### config.mk
export PLATFORM = sky130hd
export DESIGN_NAME = beat_sequencer_flat
export DESIGN_NICKNAME = d
export VERILOG_FILES = /design/src/rtl/beat_sequencer_pkg.sv /design/src/rtl/beat_sequencer_if.sv /design/src/rtl/beat_sequencer_beat_ring.sv /design/src/rtl/beat_sequencer.sv /design/src/flat_wrapper.sv
export SDC_FILE = /design/constraint.sdc
export NUM_CORES = 1
export LEC_CHECK = 0
export BUFFER_PORTS_ARGS = -buffer_cell sky130_fd_sc_hd__buf_2
export CAP_MARGIN = 10
export CORE_UTILIZATION = 33
export DETAILED_ROUTE_END_ITERATION = 7
export GPL_TIMING_DRIVEN = 0
export MAX_ROUTING_LAYER = met4
export PLACE_DENSITY_LB_ADDON = 0.08
export SLEW_MARGIN = 0
export SYNTH_ARGS = -nofsm -noshare
export SYNTH_HDL_FRONTEND = slang
export SYNTH_HIERARCHICAL = 1
export SYNTH_SLANG_ARGS = --single-unit
### constraint.sdc
create_clock -name clk -period 2.05 [get_ports clk]
set_input_delay 0.1025 -clock clk [delete_from_list [all_inputs] [get_ports clk]]
set_output_delay 0.1025 -clock clk [all_outputs]
set_load 0.03 [all_outputs]
### src/rtl/beat_sequencer_pkg.sv
// rtl/beat_sequencer_pkg.sv - shared model-computer constants: states, opcodes, decode bits
package beat_sequencer_pkg;

  typedef logic [1:0] state_t;

  localparam state_t ST_IDLE   = 2'd0;
  localparam state_t ST_RUN    = 2'd1;
  localparam state_t ST_PAUSE  = 2'd2;
  localparam state_t ST_HALTED = 2'd3;

  localparam int unsigned OP_LD   = 0;
  localparam int unsigned OP_ADD  = 1;
  localparam int unsigned OP_SUB  = 2;
  localparam int unsigned OP_AND  = 3;
  localparam int unsigned OP_OR   = 4;
  localparam int unsigned OP_XOR  = 5;
  localparam int unsigned OP_SHL  = 6;
  localparam int unsigned OP_HALT = 7;

  // op_dec bit positions line up with the opcode values
  localparam int DEC_LD   = 0;
  localparam int DEC_HALT = 7;
  localparam int DEC_W    = 8;

  // last fetch beat; the opcode is captured on the edge that ends it
  localparam int FETCH_LAST = 2;

  // one-hot instruction line for a legal opcode, all-zero for anything else
  function automatic logic [DEC_W-1:0] decode_op(input int unsigned op);
    logic [DEC_W-1:0] dec;
    dec = '0;
    if (op <= OP_HALT) dec[op[2:0]] = 1'b1;
    return dec;
  endfunction

endpackage

### src/rtl/beat_sequencer_if.sv
// rtl/beat_sequencer_if.sv - front-panel/IR inputs and beat/decode outputs of the sequencer
interface beat_sequencer_if
  import beat_sequencer_pkg::*;
#(
  parameter int BEATS = 8,
  parameter int OP_W  = 4,
  parameter int CNT_W = 16
);
  logic             start;
  logic             stop;
  logic             step_mode;
  logic             step;
  logic [OP_W-1:0]  ir_op;
  logic [BEATS-1:0] t_beat;
  logic [DEC_W-1:0] op_dec;
  logic             running;
  logic             halted;
  logic             illegal;
  logic [CNT_W-1:0] instr_cnt;

  modport master (
    output start, stop, step_mode, step, ir_op,
    input  t_beat, op_dec, running, halted, illegal, instr_cnt
  );

  modport slave (
    input  start, stop, step_mode, step, ir_op,
    output t_beat, op_dec, running, halted, illegal, instr_cnt
  );
endinterface

### src/rtl/beat_sequencer_beat_ring.sv
// rtl/beat_sequencer_beat_ring.sv - one-hot beat shift ring with clear/load/advance
module beat_sequencer_beat_ring
  import beat_sequencer_pkg::*;
#(
  parameter int BEATS = 8
) (
  input  logic             clk,
  input  logic             rst_n,
  input  logic             clear,
  input  logic             load,
  input  logic             en,
  output logic [BEATS-1:0] beat,
  output logic             fetch_last,
  output logic             exec_first,
  output logic             last
);

  // ring is all-zero while stopped, loads T0 on (re)start, rotates while running
  always_ff @(posedge clk or negedge rst_n) begin
    if (!rst_n) begin
      beat <= '0;
    end else if (clear) begin
      beat <= '0;
    end else if (load) begin
      beat <= BEATS'(1);
    end else if (en) begin
      beat <= {beat[BEATS-2:0], beat[BEATS-1]};
    end
  end

  assign fetch_last = beat[FETCH_LAST];
  assign exec_first = beat[FETCH_LAST+1];
  assign last       = beat[BEATS-1];

endmodule

### src/rtl/beat_sequencer.sv
// rtl/beat_sequencer.sv - run/step/halt sequencer producing beat ring and decoded opcode lines
module beat_sequencer
  import beat_sequencer_pkg::*;
#(
  parameter int BEATS = 8,
  parameter int OP_W  = 4,
  parameter int CNT_W = 16
) (
  input logic              clk,
  input logic              rst_n,
  beat_sequencer_if.slave  bus
);

  state_t           state;
  state_t           state_nx;
  logic [BEATS-1:0] beat;
  logic             fetch_last;
  logic             exec_first;
  logic             last_beat;
  logic             ring_clear;
  logic             ring_load;
  logic             ring_en;
  logic [OP_W-1:0]  op;
  logic [DEC_W-1:0] op_dec;
  logic             illegal;
  logic             stop_pend;
  logic [CNT_W-1:0] cnt;
  logic             op_illegal;
  logic             halt_now;
  logic             retire;
  logic             start_ok;
  logic             latch_op;

  beat_sequencer_beat_ring #(.BEATS(BEATS)) u_ring (
    .clk        (clk),
    .rst_n      (rst_n),
    .clear      (ring_clear),
    .load       (ring_load),
    .en         (ring_en),
    .beat       (beat),
    .fetch_last (fetch_last),
    .exec_first (exec_first),
    .last       (last_beat)
  );

  assign op_illegal = (32'(op) > OP_HALT);
  // HALT and illegal opcodes both stop at the end of the first execute beat
  assign halt_now   = (state == ST_RUN) && exec_first && (32'(op) >= OP_HALT);
  assign retire     = (state == ST_RUN) && last_beat && !halt_now;
  assign start_ok   = ((state == ST_IDLE) || (state == ST_HALTED)) && bus.start;
  assign latch_op   = (state == ST_RUN) && fetch_last;

  // next-state and beat-ring control
  always_comb begin
    state_nx   = state;
    ring_clear = 1'b0;
    ring_load  = 1'b0;
    ring_en    = 1'b0;
    case (state)
      ST_IDLE, ST_HALTED: begin
        if (bus.start) begin
          state_nx  = ST_RUN;
          ring_load = 1'b1;
        end
      end
      ST_RUN: begin
        if (halt_now) begin
          state_nx   = ST_HALTED;
          ring_clear = 1'b1;
        end else if (last_beat) begin
          // a stop arriving on the final beat still counts as seen during this instruction
          if (stop_pend || bus.stop) begin
            state_nx   = ST_HALTED;
            ring_clear = 1'b1;
          end else if (bus.step_mode) begin
            state_nx   = ST_PAUSE;
            ring_clear = 1'b1;
          end else begin
            ring_en = 1'b1;
          end
        end else begin
          ring_en = 1'b1;
        end
      end
      ST_PAUSE: begin
        if (bus.stop) begin
          state_nx = ST_HALTED;
        end else if (bus.step || !bus.step_mode) begin
          state_nx  = ST_RUN;
          ring_load = 1'b1;
        end
      end
      default: state_nx = ST_IDLE;
    endcase
  end

  // sequencer state register
  always_ff @(posedge clk or negedge rst_n) begin
    if (!rst_n) state <= ST_IDLE;
    else        state <= state_nx;
  end

  // opcode latch and registered decode; decode is held through the execute beats only
  always_ff @(posedge clk or negedge rst_n) begin
    if (!rst_n) begin
      op     <= '0;
      op_dec <= '0;
    end else if (latch_op) begin
      op     <= bus.ir_op;
      op_dec <= decode_op(32'(bus.ir_op));
    end else if (halt_now || retire) begin
      op_dec <= '0;
    end
  end

  // sticky illegal flag: set by an illegal halt, cleared by the next start
  always_ff @(posedge clk or negedge rst_n) begin
    if (!rst_n)                       illegal <= 1'b0;
    else if (start_ok)                illegal <= 1'b0;
    else if (halt_now && op_illegal)  illegal <= 1'b1;
  end

  // pending stop remembered across the instruction, dropped once halted
  always_ff @(posedge clk or negedge rst_n) begin
    if (!rst_n)                                stop_pend <= 1'b0;
    else if (state_nx == ST_HALTED)            stop_pend <= 1'b0;
    else if ((state == ST_RUN) && bus.stop)    stop_pend <= 1'b1;
  end

  // retired-instruction counter; HALT counts, aborted instructions do not
  always_ff @(posedge clk or negedge rst_n) begin
    if (!rst_n)                  cnt <= '0;
    else if (halt_now || retire) cnt <= cnt + CNT_W'(1);
  end

  assign bus.t_beat    = beat;
  assign bus.op_dec    = op_dec;
  assign bus.running   = (state == ST_RUN);
  assign bus.halted    = (state == ST_HALTED);
  assign bus.illegal   = illegal;
  assign bus.instr_cnt = cnt;

endmodule

### src/flat_wrapper.sv
// flat-port wrapper written by rule: the top's interface ports become plain ports
module beat_sequencer_flat import beat_sequencer_pkg::*;
#(
  parameter int BEATS = 8,
  parameter int OP_W  = 4,
  parameter int CNT_W = 16
)
  (clk, rst_n, bus_start, bus_stop, bus_step_mode, bus_step, bus_ir_op, bus_t_beat, bus_op_dec, bus_running, bus_halted, bus_illegal, bus_instr_cnt);
  beat_sequencer_if #(.BEATS(BEATS), .OP_W(OP_W), .CNT_W(CNT_W)) bus_i ();
  input logic clk;
  input logic rst_n;
  input wire logic [$bits(bus_i.start)-1:0] bus_start;
  input wire logic [$bits(bus_i.stop)-1:0] bus_stop;
  input wire logic [$bits(bus_i.step_mode)-1:0] bus_step_mode;
  input wire logic [$bits(bus_i.step)-1:0] bus_step;
  input wire logic [$bits(bus_i.ir_op)-1:0] bus_ir_op;
  output wire logic [$bits(bus_i.t_beat)-1:0] bus_t_beat;
  output wire logic [$bits(bus_i.op_dec)-1:0] bus_op_dec;
  output wire logic [$bits(bus_i.running)-1:0] bus_running;
  output wire logic [$bits(bus_i.halted)-1:0] bus_halted;
  output wire logic [$bits(bus_i.illegal)-1:0] bus_illegal;
  output wire logic [$bits(bus_i.instr_cnt)-1:0] bus_instr_cnt;
  assign bus_i.start = bus_start;
  assign bus_i.stop = bus_stop;
  assign bus_i.step_mode = bus_step_mode;
  assign bus_i.step = bus_step;
  assign bus_i.ir_op = bus_ir_op;
  assign bus_t_beat = bus_i.t_beat;
  assign bus_op_dec = bus_i.op_dec;
  assign bus_running = bus_i.running;
  assign bus_halted = bus_i.halted;
  assign bus_illegal = bus_i.illegal;
  assign bus_instr_cnt = bus_i.instr_cnt;
  beat_sequencer #(.BEATS(BEATS), .OP_W(OP_W), .CNT_W(CNT_W)) u_core (.clk(clk), .rst_n(rst_n), .bus(bus_i));
endmodule
# --- Yosys cells after proc, flatten, opt, wreduce, memory -nomap -nowiden ---
# Index checks and enable logic that the tools add are counted.
totals:
  mem_count: 0
  ff_bits: 40
  out_inout_bits: 35
  in_bits: 10
  romBits: 0
  elab_cells: 72
  latchBits: 0
  ramBits: 0
classes:
  reduce_logical: 21
  n_shift: 0
  n_div: 0
  order_cmp: 5
  n_eq_ne: 4
  bitwise: 0
  n_mux: 34
  multipliers: 0
  add_sub_neg: 1
op_table:
  columns: ["op", "count"]
  rows:
  - ["$mux 8", 6]
  - ["$mux 1", 18]
  - ["$add 16x1->16 const B", 1]
  - ["$mux 2", 7]
  - ["$logic_and 1x1->1", 9]
  - ["$eq 2x2->1 const B", 3]
  - ["$pmux 2 s3", 1]
  - ["$reduce_bool 2->1", 3]
  - ["$ge 4x3->1 const B", 1]
  - ["$gt 4x3->1 const B", 1]
  - ["$le 4x3->1 const B", 1]
  - ["$logic_or 1x1->1", 4]
  - ["$lt 3x4->1 const B", 1]
  - ["$demux 1 s3", 1]
  - ["$ge 3x1->1 const B", 1]
  - ["$reduce_bool 3->1", 1]
  - ["$eq 2x1->1 const B", 1]
  - ["$logic_not 1->1", 2]
  - ["$logic_not 2->1", 1]
  - ["$pmux 1 s2", 1]
  - ["$reduce_or 2->1", 1]

# --- Longest topological paths before layout ---
logic_depth:
  ltp_word: 8
  depth_mapped: 8
  ltp_nobuf: 7

# --- Hierarchy ---
# Netlist, hierarchy kept.
modules_own_cells:
  columns: ["mod", "area_each_um2", "cells_each", "instances", "seq_area_each_um2"]
  rows:
  - ["beat_sequencer", 1539.0, 133, 1, 800.8]
  - ["beat_sequencer_beat_ring", 360.3, 31, 1, 200.2]

# --- Worst setup path after synthesis ---
# Ideal clock, no wire load.
synth_timing:
  path_type: "register to register"
  from: "reg u_core.state[1]"
  to: "reg u_core.cnt[9] (netlist: u_core/bus.instr_cnt[9])"
  n_path_buf: 1
  arrival_ns: 1.708
  required_time_ns: 1.917
  period_less_slack_ns: 1.841
  stages_incl_launch_ff: 8
  setup_slack_ns: 0.209
  setup_time_ns: 0.133
  cell_sequence: "dfrtp_1 > inv_1 > ha_1 > buf_2 > nand4_1 > a21oi_2 > nand4_1 > xnor2_1"
synth_via:
  elab_chain_cells: 6
  word_cells_on_any_way: 7
  classes_between: "eq/ne: 1; reduce/logical: 6"
synth_rtl:
  columns: ["item", "line_no", "rtl"]
  rows:
  - ["start, declared", "beat_sequencer.sv:14", "state_t state;"]
  - ["start signal, assigned", "beat_sequencer.sv:100", "else state <= state_nx;"]
  - ["$eq 2x1->1 (*)", null, null]
  - ["via bus_running", "flat_wrapper.sv:19", "output wire logic [$bits(bus_i.running)-1:0] bus_running;"]
  - ["$logic_and 1x1->1 (2 in series)", "beat_sequencer.sv:48", "assign halt_now = (state == ST_RUN) && exec_first && (32'(op) >= OP_HALT);"]
  - ["$logic_not 1->1", "beat_sequencer.sv:49", "assign retire = (state == ST_RUN) && last_beat && !halt_now;"]
  - ["$logic_and 1x1->1", "beat_sequencer.sv:49", null]
  - ["$logic_or 1x1->1 (*)", "beat_sequencer.sv:133", "else if (halt_now || retire) cnt <= cnt + CNT_W'(1);"]
  - ["end signal, assigned", "beat_sequencer.sv:133", null]
  - ["end, declared", "beat_sequencer.sv:27", "logic [CNT_W-1:0] cnt;"]
# The timed path passes the listed nets; every way through them passes the cells marked *.
# A chain may end at the register's enable or synchronous reset.

# --- Worst setup path after layout ---
layout_timing:
  from: "reg u_core.state[0]"
  to: "reg u_core.stop_pend"
layout_via:
  elab_chain_cells: 7
  word_cells_on_any_way: 19
  classes_between: "eq/ne: 4; mux: 9; reduce/logical: 6"
layout_rtl:
  columns: ["item", "line_no", "rtl"]
  rows:
  - ["$mux 2 or $eq 2x1->1 (tied branches)", "beat_sequencer.sv:75, beat_sequencer.sv:48, beat_sequencer.sv:59", null]
  - ["$mux 2 or $logic_and 1x1->1 (tied branches)", "beat_sequencer.sv:72, beat_sequencer.sv:48", null]
  - ["$mux 2 or $logic_and 1x1->1 (tied branches)", "beat_sequencer.sv:70, beat_sequencer.sv:48", null]
  - ["$mux 2", "beat_sequencer.sv:67", "if (halt_now) begin"]
  - ["$pmux 2 s3 (*)", "beat_sequencer.sv:59", "case (state)"]
  - ["via u_core.state_nx[0]", "beat_sequencer.sv:15", "state_t state_nx;"]
  - ["$eq 2x2->1 (*)", "beat_sequencer.sv:126", "else if (state_nx == ST_HALTED) stop_pend <= 1'b0;"]
  - ["$mux 1 or $reduce_bool 2->1 (tied branches)", null, null]
  - ["end signal, assigned", "beat_sequencer.sv:125", "if (!rst_n) stop_pend <= 1'b0;"]
  - ["end signal, assigned", "beat_sequencer.sv:126", null]
  - ["end signal, assigned", "beat_sequencer.sv:127", "else if ((state == ST_RUN) && bus.stop) stop_pend <= 1'b1;"]
  - ["end, declared", "beat_sequencer.sv:26", "logic stop_pend;"]
# Marks and branches as above.

==> flow_summary.ini <==
[route]
drcViolationCount = 0
vias_per_cell = 4.93
wl_per_cell_um = 13.6
via_count = 1425
antenna_left = 0
drtPass1Iterations = 4
drt_first_iter_violations = 72
wl_um = 3920

[cells_and_area]
area_growth_pct = 22.9
stdcell_count = 289
drive_gt1_share_pct = 32.7
antenna_cells = 0
final_net_count = 230

[synthesis]
synth_area_um2 = 1900
synth_warnings = 6
syn-mean-instance-area_um2 = 11.6
muxShareOfSynthArea_pct = 5.99
synthFlopType = dfrtp_1
yosysUniqueCellTypes = 40
netlist_top_cells_area = dfrtp_1, xnor2_1, mux2i_1
synth.most_common_cell = dfrtp_1
synth_xor_xnor_area_share_pct = 6.92
ys_ff_latch = 40
syn-num-nets = 178
synth_commonest_cells = dfrtp_1, xnor2_1, nand4_1
synth_top_family_by_area = simple AND/OR/NAND/NOR gates
syn_inst = 164
synth_compound_gate_area_share_pct = 13.3
async_flop_share_pct = 100
synth-simple-area-share_pct = 14.4
yosysTopAreaCell = dfrtp_1
ys_seq_area_share_pct = 52.7
synth_top_area_share_pct = 52.7
synth_edf_count = 0
synthAdderAreaFrac_pct = 2.64

[power]
seqPwrFrac_pct = 37.2
p_clk_share_pct = 19.1
p_switching_mw = 1.32
p_comb_share_pct = 43.7
peakVddDrop_mv = 0.518
p_leak_nw = 1.19
p_per_area_nw_per_um2 = 1390
sw_frac_of_total_pct = 40.7
intPower_mw = 1.92

[critical_path]
cp-end-kind = flip-flop
cp_max_fo = 7
crit_required_ns = 2.27
rr_worst_depth = 6
r2r-end = u_core/stop_pend
cp.arrival_ns = 2.06
crit_buf_inv = 1
r2r_start = u_core/state[0]
path_cells = inv_1 > ha_1 > or3b_2 > nand3_1 > o211ai_2 > a21oi_2
critPathKind = reg2reg
crit_family = simple AND/OR/NAND/NOR gates
reg2reg_setup_slack_ns = 0.20
critPathLaunchType = flip-flop
max_stage_delay_ns = 0.49
slowest_stage = or3b_2

[sta]
fmax_mhz = 541
fin_crit_sh_pct = 90.1
setup_ws_ns = 0.202
hold_viol_final = 0
min_period_ns = 1.85
fin_setup_tns_ns = 0
max_slew_margin_pct = 41.9
setup_viol = 0
whs_ns = 0.0599
rsz0062_at_grt = no
worst_slew_pin_slew_ns = 0.871
worst_clock_skew_ns = 0.00887
slew_violations = 0

[placed_design]
dpl.hpwl_um = 2850
pre_cts_ws_ns = 0.151
place_congestion = 0.853
io_buffer_count = 44
dp.cells = 280

[die]
die_w_um = 77.9
dieArea_um2 = 6060
rows = 27
die-height_um = 77.9
coreArea_um2 = 5540
num_io_pins = 45
initial_utilization_pct = 34.3

[worst_hold_path]
hold_depth = 2
min_to = u_core/bus.illegal
min_from = bus_start
holdCritPathClass = in2reg

[global_route]
grt_overflow = 0
grt_pass1_wl_um = 6520
grt_pass1_vias = 1379
grtUsageTotal_pct = 14.4
antenna_found_initial = 0
grt_max_degree = 41

[clock_tree]
clk_pin_slew_worst_paths_ns = 0.08
worstSkewPairLatency_ns = 0.29
cts_setup_buffers = 0
numCtsBuffers = 5
cts_root_buf = clkbuf_8
cts_tree = yes
cts_max_level = 2
cts_buffer_depth = 2
cts.sinks = 40

[flow_run]
maxCapViolCount = 0

[run_status]
status = complete, no violations
## how the worst max path moves through the flow
stage / from / endpoint / cells past startpoint
6_report: u_core/state[0] / u_core/stop_pend / 6
5_1_grt: u_core/state[1] / u_core/bus.instr_cnt[5] / 7
4_1_cts: u_core/state[1] / u_core/bus.instr_cnt[15] / 7
3_5_place_dp: u_core/state[1] / u_core/bus.instr_cnt[15] / 7
3_3_place_gp: u_core/state[1] / u_core/bus.instr_cnt[15] / 7
2_1_floorplan: u_core/state[1] / u_core/bus.instr_cnt[9] / 7
## power by group through the flow
stage	registers (mW)	logic, mW	clock network (mW)
after floorplan	1.41	0.852	0
after global placement	1.21	1.41	0
after detailed placement	1.22	1.42	0
after CTS	1.20	1.42	0.646
after global routing	1.24	1.53	0.691
final	1.20	1.41	0.618
## repair_timing
action	in CTS	in global routing
hold buffers	1	0
hold endpoints to repair	40	0
setup endpoints to repair	0	3
resized for setup	0	1
## layout make-up
class	instances	area (µm²)
fillers	546	3210
well taps	72	90.1
multi-input cells	110	830
plain buffers	8	53.8
repair buffers	45	230
clock inverters	2	35.0
flip-flops and latches	40	1000
clock buffers	6	72.6
inverters	6	22.5
## registers in the layout, indices dropped and copies added (netlist names)
register / cells
u_core/bus.instr_cnt: 16
u_core/bus.op_dec: 8
u_core/u_ring/beat: 8
u_core/op: 4
u_core/state: 2
u_core/bus.illegal: 1
u_core/stop_pend: 1
## cells by family (layout without fill, tap and decap cells)
family                   after synthesis  after routing
adder cells (fa/ha/maj)                4              4
AO/OA/AOI/OAI                         32             32
multiplexers                          11             11
flip-flops                            40             40
AND/OR/NAND/NOR                       48             48
XOR/XNOR                              15             15
buffers and inverters                 14             67
## metrics by stage
stage | utilization (%) | total power, mW | area (µm²)
after floorplan | - | 2.27 | 1900
after global placement | 39.9 | 2.61 | 2210
after detailed placement | 39.9 | 2.64 | 2210
after CTS | 42.0 | 3.27 | 2330
after global routing | 42.1 | 3.46 | 2330
final | 42.1 | 3.23 | 2330
## metal layers
layer,GRT usage (%),part of all wire [%],up-vias
li1,-,-,691
met1,18.0,48,685
met2,22.6,47,45
met3,4.24,4.8,4
met4,4.53,0.84,0
met5,-,0,-
## worst reg2reg max path, stage by stage (launching register included)
cell	delay (ns)
dfrtp_1	0.46
inv_1	0.07
ha_1	0.41
or3b_2	0.49
nand3_1	0.12
o211ai_2	0.10
a21oi_2	0.14
## cells in the final DEF (no fill, tap or decap), drive strengths merged, types with 2 or more instances in the layout
cell     n
a22o     3
a21oi    9
a21boi   2
o21ai    4
nand4    9
nand3    3
buf     51
o21a     2
o211ai   2
mux2     3
dfrtp   40
nand2    8
xor2     3
and2     3
clkbuf   7
nor2     8
ha       4
inv      6
mux2i    8
a32o     6
and3     7
nor3     2
xnor2   12
(Power assumes the default switching activity.)
